[src/rtl/port_tx.sv]
// Packet transmit port: pulls DA/SA/LEN/payload bytes from an egress FIFO through a
// 2-entry skid buffer. Optional PORT_TX_PKT_CNT_EN adds the pkt_cnt completed-packet counter.
module port_tx #(
    parameter int unsigned W_WIDTH    = 8,
    parameter int unsigned GAP_CYCLES = 1
) (
    input  logic               clk,
    input  logic               rst_n,
    input  logic               tx_en,
    input  logic               fifo_empty,
    output logic               fifo_rd_en,
    input  logic [W_WIDTH-1:0] fifo_data,
    output logic [W_WIDTH-1:0] port_data,
    output logic               port_valid,
    input  logic               port_read,
    output logic               pkt_done
`ifdef PORT_TX_PKT_CNT_EN
    ,
    output logic [15:0]        pkt_cnt
`endif
);

    localparam logic [3:0] GAP_LOAD = (GAP_CYCLES == 0) ? 4'd0 : 4'(GAP_CYCLES - 1);

    typedef enum logic [2:0] {
        S_IDLE,
        S_HDR,
        S_LEN,
        S_PAYLOAD,
        S_GAP
    } state_t;

    state_t state, state_nxt, end_state;

    logic [W_WIDTH-1:0] skid [2];
    logic [1:0]         skid_cnt;
    logic               rd_q;
    logic               push, accept;

    logic [1:0]         hdr_fetched;
    logic               len_pending;
    logic [7:0]         fetch_left;
    logic               fetch_ok;
    logic               in_pkt;
    logic [2:0]         occ_after;

    logic               hdr_acc;
    logic [7:0]         dcnt;
    logic [3:0]         gap_cnt;
    logic [7:0]         head_len;
    logic [7:0]         ret_len;

    assign end_state = (GAP_CYCLES == 0) ? S_IDLE : S_GAP;
    assign head_len  = 8'(skid[0]);
    assign ret_len   = 8'(fifo_data);
    assign push      = rd_q;

    // State register
    always_ff @(posedge clk or negedge rst_n) begin
        if (!rst_n) begin
            state <= S_IDLE;
        end else begin
            state <= state_nxt;
        end
    end

    // Next-state logic, driven by bytes accepted at the port
    always_comb begin
        state_nxt = state;
        case (state)
            S_IDLE: begin
                if (tx_en && !fifo_empty) state_nxt = S_HDR;
            end
            S_HDR: begin
                if (accept && hdr_acc) state_nxt = S_LEN;
            end
            S_LEN: begin
                if (accept) state_nxt = (head_len != 8'd0) ? S_PAYLOAD : end_state;
            end
            S_PAYLOAD: begin
                if (accept && dcnt == 8'd1) state_nxt = end_state;
            end
            S_GAP: begin
                if (gap_cnt == 4'd0) state_nxt = S_IDLE;
            end
            default: state_nxt = S_IDLE;
        endcase
    end

    // Outputs and read request. The LEN byte is examined on fifo_data the cycle it
    // returns so the first payload read issues without a bubble.
    always_comb begin
        port_valid = (skid_cnt != 2'd0);
        port_data  = skid[0];
        accept     = port_valid && port_read;
        in_pkt     = (state == S_HDR) || (state == S_LEN) || (state == S_PAYLOAD);
        if (hdr_fetched != 2'd3) begin
            fetch_ok = 1'b1;
        end else if (len_pending) begin
            fetch_ok = (ret_len != 8'd0);
        end else begin
            fetch_ok = (fetch_left != 8'd0);
        end
        occ_after  = {1'b0, skid_cnt} + {2'b00, rd_q} - {2'b00, accept};
        fifo_rd_en = !fifo_empty && in_pkt && fetch_ok && (occ_after < 3'd2);
        pkt_done   = accept && (((state == S_LEN) && (head_len == 8'd0)) ||
                                ((state == S_PAYLOAD) && (dcnt == 8'd1)));
    end

    // Skid buffer: entry 0 is always the head presented to the port
    always_ff @(posedge clk or negedge rst_n) begin
        if (!rst_n) begin
            rd_q     <= 1'b0;
            skid[0]  <= '0;
            skid[1]  <= '0;
            skid_cnt <= 2'd0;
        end else begin
            rd_q <= fifo_rd_en;
            case ({push, accept})
                2'b10: begin
                    if (skid_cnt == 2'd0) skid[0] <= fifo_data;
                    else                  skid[1] <= fifo_data;
                    skid_cnt <= skid_cnt + 2'd1;
                end
                2'b01: begin
                    skid[0]  <= skid[1];
                    skid_cnt <= skid_cnt - 2'd1;
                end
                2'b11: begin
                    if (skid_cnt == 2'd1) begin
                        skid[0] <= fifo_data;
                    end else begin
                        skid[0] <= skid[1];
                        skid[1] <= fifo_data;
                    end
                end
                default: ;
            endcase
        end
    end

    // Fetch-side framing: stop requesting once the packet's last byte has been read
    always_ff @(posedge clk or negedge rst_n) begin
        if (!rst_n) begin
            hdr_fetched <= 2'd0;
            len_pending <= 1'b0;
            fetch_left  <= 8'd0;
        end else if (!in_pkt) begin
            hdr_fetched <= 2'd0;
            len_pending <= 1'b0;
            fetch_left  <= 8'd0;
        end else begin
            if (fifo_rd_en && hdr_fetched != 2'd3) hdr_fetched <= hdr_fetched + 2'd1;
            len_pending <= fifo_rd_en && (hdr_fetched == 2'd2);
            if (len_pending) begin
                fetch_left <= ret_len - {7'd0, fifo_rd_en};
            end else if (fifo_rd_en && hdr_fetched == 2'd3) begin
                fetch_left <= fetch_left - 8'd1;
            end
        end
    end

    // Port-side framing counters
    always_ff @(posedge clk or negedge rst_n) begin
        if (!rst_n) begin
            hdr_acc <= 1'b0;
            dcnt    <= 8'd0;
            gap_cnt <= 4'd0;
        end else begin
            if (state != S_HDR) begin
                hdr_acc <= 1'b0;
            end else if (accept) begin
                hdr_acc <= 1'b1;
            end

            if (state == S_LEN && accept) begin
                dcnt <= head_len;
            end else if (state == S_PAYLOAD && accept) begin
                dcnt <= dcnt - 8'd1;
            end

            if (state_nxt == S_GAP && state != S_GAP) begin
                gap_cnt <= GAP_LOAD;
            end else if (state == S_GAP && gap_cnt != 4'd0) begin
                gap_cnt <= gap_cnt - 4'd1;
            end
        end
    end

`ifdef PORT_TX_PKT_CNT_EN
    always_ff @(posedge clk or negedge rst_n) begin
        if (!rst_n) begin
            pkt_cnt <= 16'd0;
        end else if (pkt_done) begin
            pkt_cnt <= pkt_cnt + 16'd1;
        end
    end
`endif

endmodule

[config.mk]
export PLATFORM = sky130hd
export DESIGN_NAME = port_tx
export DESIGN_NICKNAME = d
export VERILOG_FILES = /design/src/rtl/port_tx.sv
export SDC_FILE = /design/constraint.sdc
export NUM_CORES = 1
export LEC_CHECK = 0
export BUFFER_PORTS_ARGS = -buffer_cell sky130_fd_sc_hd__buf_2
export CAP_MARGIN = 20
export CORE_MARGIN = 4
export CORE_UTILIZATION = 60
export DETAILED_ROUTE_END_ITERATION = 12
export PLACE_DENSITY_LB_ADDON = 0.3
export SYNTH_ARGS = -nofsm -noshare
export SYNTH_HDL_FRONTEND = slang
export SYNTH_SLANG_ARGS = --single-unit
[constraint.sdc]
create_clock -name clk -period 7.8 [get_ports clk]
set_input_delay 1.56 -clock clk [delete_from_list [all_inputs] [get_ports clk]]
set_output_delay 1.56 -clock clk [all_outputs]
set_load 0.02 [all_outputs]
==> parameters.txt <==
Parameter                              Value

Pwr
  Peak supply drop    0.000219 V
  Leakage dissipation    0.00128 uW
  Total power density per cell area    402 nW/um^2

Die
  Initial core utilization    62.0%
  Boundary pin count    24
  Core ar.    around 4400 um^2
  DIE AREA    5670 um^2
  Vertical die dimension    75.3 um
  FP Rows    24
  Floorplan die width    ~75 um

Route
  Vias    2,140
  Final antenna-violating net count    0
  First-iteration detailed-routing DRC count    106
  Post-DR wirelength/cell    16.0 um
  DRC viols    0
  Vias per cell    6.10
  Wire length reported by the detailed router    5.63 mm
  First-pass iteration count of the detailed router    4

Setup path
  Setup Crit Path Kind    primary input to primary output
  Kind of end point of the critical path    primary output
  Critical Path Start Type    primary input
  Worst setup path startpoint    port_read
  Arr. time, crit path    4.27 ns
  Crit path max fanout    8
  Data required time at the worst endpoint    around 6.2 ns
  Launching point of the worst reg2reg path    skid_cnt[1]

Flow run
  Max capacitance violation total    0

Place
  Post-placement setup slack    between 1.5 and 2 ns
  Placed insts    ~340
  Sum of net half-perimeters after detailed placement    ~4.2 mm
  Routability-driven placement congestion ratio    0.844
  Count of buffers inserted at the top-level ports    23

Synth
  Number of cells produced by synthesis    283
  Number of library cell types mapped by synthesis    53
  Flip-flop and latch count after synthesis    46
  Mean instance size in the synthesized netlist    a little under 10 um^2
  Synthesized netlist net count    308
  Number of synthesized flops with an enable pin    0
  Part of the Yosys area used for sequential elements    42.3%
  FFs w/ async S/R, synth    100%
  Cell Area, Synth    2720 um^2
  Most used flip-flop cell after synthesis    dfrtp_1
  Number of warnings reported in the yosys synthesis log    0

Layout
  Final std cells w/o fill    351
  Most common library cell in the layout ignoring fill and taps    dfrtp_1
  Count of inserted antenna diode cells    0
  Layout cell share with drive strength beyond 1    16.1%
  Final-stage net count    323
  Area growth syn-to-layout    7.13%
  Commonest cells after routing, fill and taps aside    dfrtp_1, nand2_1, nor2_1, buf_2

Timing
  RSZ-0062 raised after global routing    no
  Smallest setup slack after layout    1.97 ns
  Post-Route Setup TNS    0 ns
  Worst slew margin relative to its limit    34.8%
  Final setup violation count    0
  Final Critical Period    5.83 ns
  Number of endpoints with negative hold slack in the final report    0
  Fin. max-slew vios    0
  Fraction of the cycle the final worst path needs    74.7%
  Transition time at the pin with the least slew margin    0.974 ns
  Clock Skews    0.00492 ns
  Maximum operating frequency    0.172 GHz

Outcome
  Status    finished clean

Clock network
  Clock root cell    clkbuf_8
  Number of buffers created by CTS    5
  H-tree level count    2
  Clock tree from TritonCTS    yes
  Hold-fix buffers at CTS    0
  Latest clock arrival within the worst-skew pair    0.30 ns
  Clock transition at path regs    0.08 ns
  Post-cts repair resize count    0
  Clock Path Buffers    2
  Count of clock tree sinks    46
  # Post-CTS Setup Buffers    0

Global route
  Wire length of the first global-routing pass    9.46 mm
  Total gr overflow    0
  Maximum number of pins on one net before global-route repair    47
  Vias in the first global route    2,056
  Gr usage total    21.9%
  Initial antenna violation count    0

Hold path
  Worst min path class    flop to flop
  Critical hold path startpoint    skid[6]
worst max-delay path: stages:
cell      delay [ns]
buf_2           0.08
nor2b_1         0.37
inv_2           0.12
ha_1            0.35
nand2b_1        0.17
fa_1            0.37
xor2_1          0.19
nor4b_4         0.43
and2_1          0.27
a31o_2          0.17
buf_2           0.17
routing by layer:
| metal | GRT usage [%] | vias to the layer above | part of all wire, % |
|---|---|---|---|
| li1 | - | 1041 | - |
| met1 | 27.6 | 1044 | 45 |
| met2 | 37.8 | 42 | 50 |
| met3 | 4.22 | 13 | 3.2 |
| met4 | 7.18 | 0 | 2.1 |
| met5 | 0 | - | 0 |
metrics by stage:
step                total power [uW]  instance area, um^2  hold slack, ns  utilization [%]
CTS                             1180                 2890           0.501             66.0
global placement                 999                 2800           0.470             63.9
floorplan                        910                 2720           0.458                -
detailed placement              1030                 2800           0.482             63.9
global route                    1270                 2910           0.530             66.5
finish                          1170                 2910           0.503             66.5
worst paths after layout:
check | end | slack, ns | cells after the start
max | fifo_rd_en | 1.97 | 11
min reg2reg | port_data[6] | 0.50 | 2
max in group asynchronous | port_data[0] | 6.29 | 2
max reg2reg | fetch_left[7] | 3.17 | 17
min | port_data[6] | 0.50 | 2
min in group asynchronous | dcnt[3] | 1.07 | 1
cell usage after synthesis (4+ instances only):
library cell / n / share of area, %
xnor2_1: 13 / 4.2
a31oi_1: 4 / 0.92
ha_1: 11 / 5.1
buf_4: 9 / 2.5
a22oi_1: 8 / 2.2
nand3_1: 11 / 2.0
nand4_1: 4 / 0.92
clkbuf_1: 4 / 0.55
nor2_1: 23 / 3.2
nand2_1: 25 / 3.4
and2_1: 4 / 0.92
o22ai_1: 6 / 1.4
inv_1: 15 / 2.1
dfrtp_1: 46 / 42
nor4_1: 4 / 0.92
a21oi_1: 15 / 2.8
mux2_2: 9 / 3.7
nand2b_1: 4 / 0.92
o21ai_0: 11 / 2.0
o21a_1: 4 / 1.1
kinds of logic after synthesis:
| family | Yosys count | synth area share (%) |
|---|---|---|
| and+or+nand+nor | 102 | 20.7 |
| AOI/OAI and AO/OA | 63 | 15.5 |
| DFF | 46 | 42.3 |
| buffers and inverters | 32 | 5.79 |
| xor gates and xnor gates | 16 | 5.15 |
| muxes | 12 | 4.83 |
| adders and majority gates | 12 | 5.80 |
registers in the layout (all words and copies together), names as in the netlist:
| signal | count |
|---|---|
| dcnt | 8 |
| fetch_left | 8 |
| gap_cnt | 4 |
| hdr_acc | 1 |
| hdr_fetched | 2 |
| len_pending | 1 |
| port_data | 8 |
| push | 1 |
| skid | 8 |
| skid_cnt | 2 |
| state | 3 |
layout make-up:
| type | instances | area (um^2) |
|---|---|---|
| fillers | 355 | 1470 |
| well taps | 52 | 65.1 |
| clock buffers | 7 | 86.3 |
| clock inverters | 1 | 5.00 |
| flip-flops and latches | 46 | 1150 |
| repair buffers | 24 | 135 |
| multi-input cells | 205 | 1410 |
| inverters | 16 | 60.1 |
power breakdown:
part	total, uW	switching (uW)	leakage (uW)	internal [uW]
sequential	475	129	0.000571	346
combinational	547	302	0.000660	246
clock	149	77.5	0.0000482	71.6
Note: power is estimated with default switching activity, not from simulation.
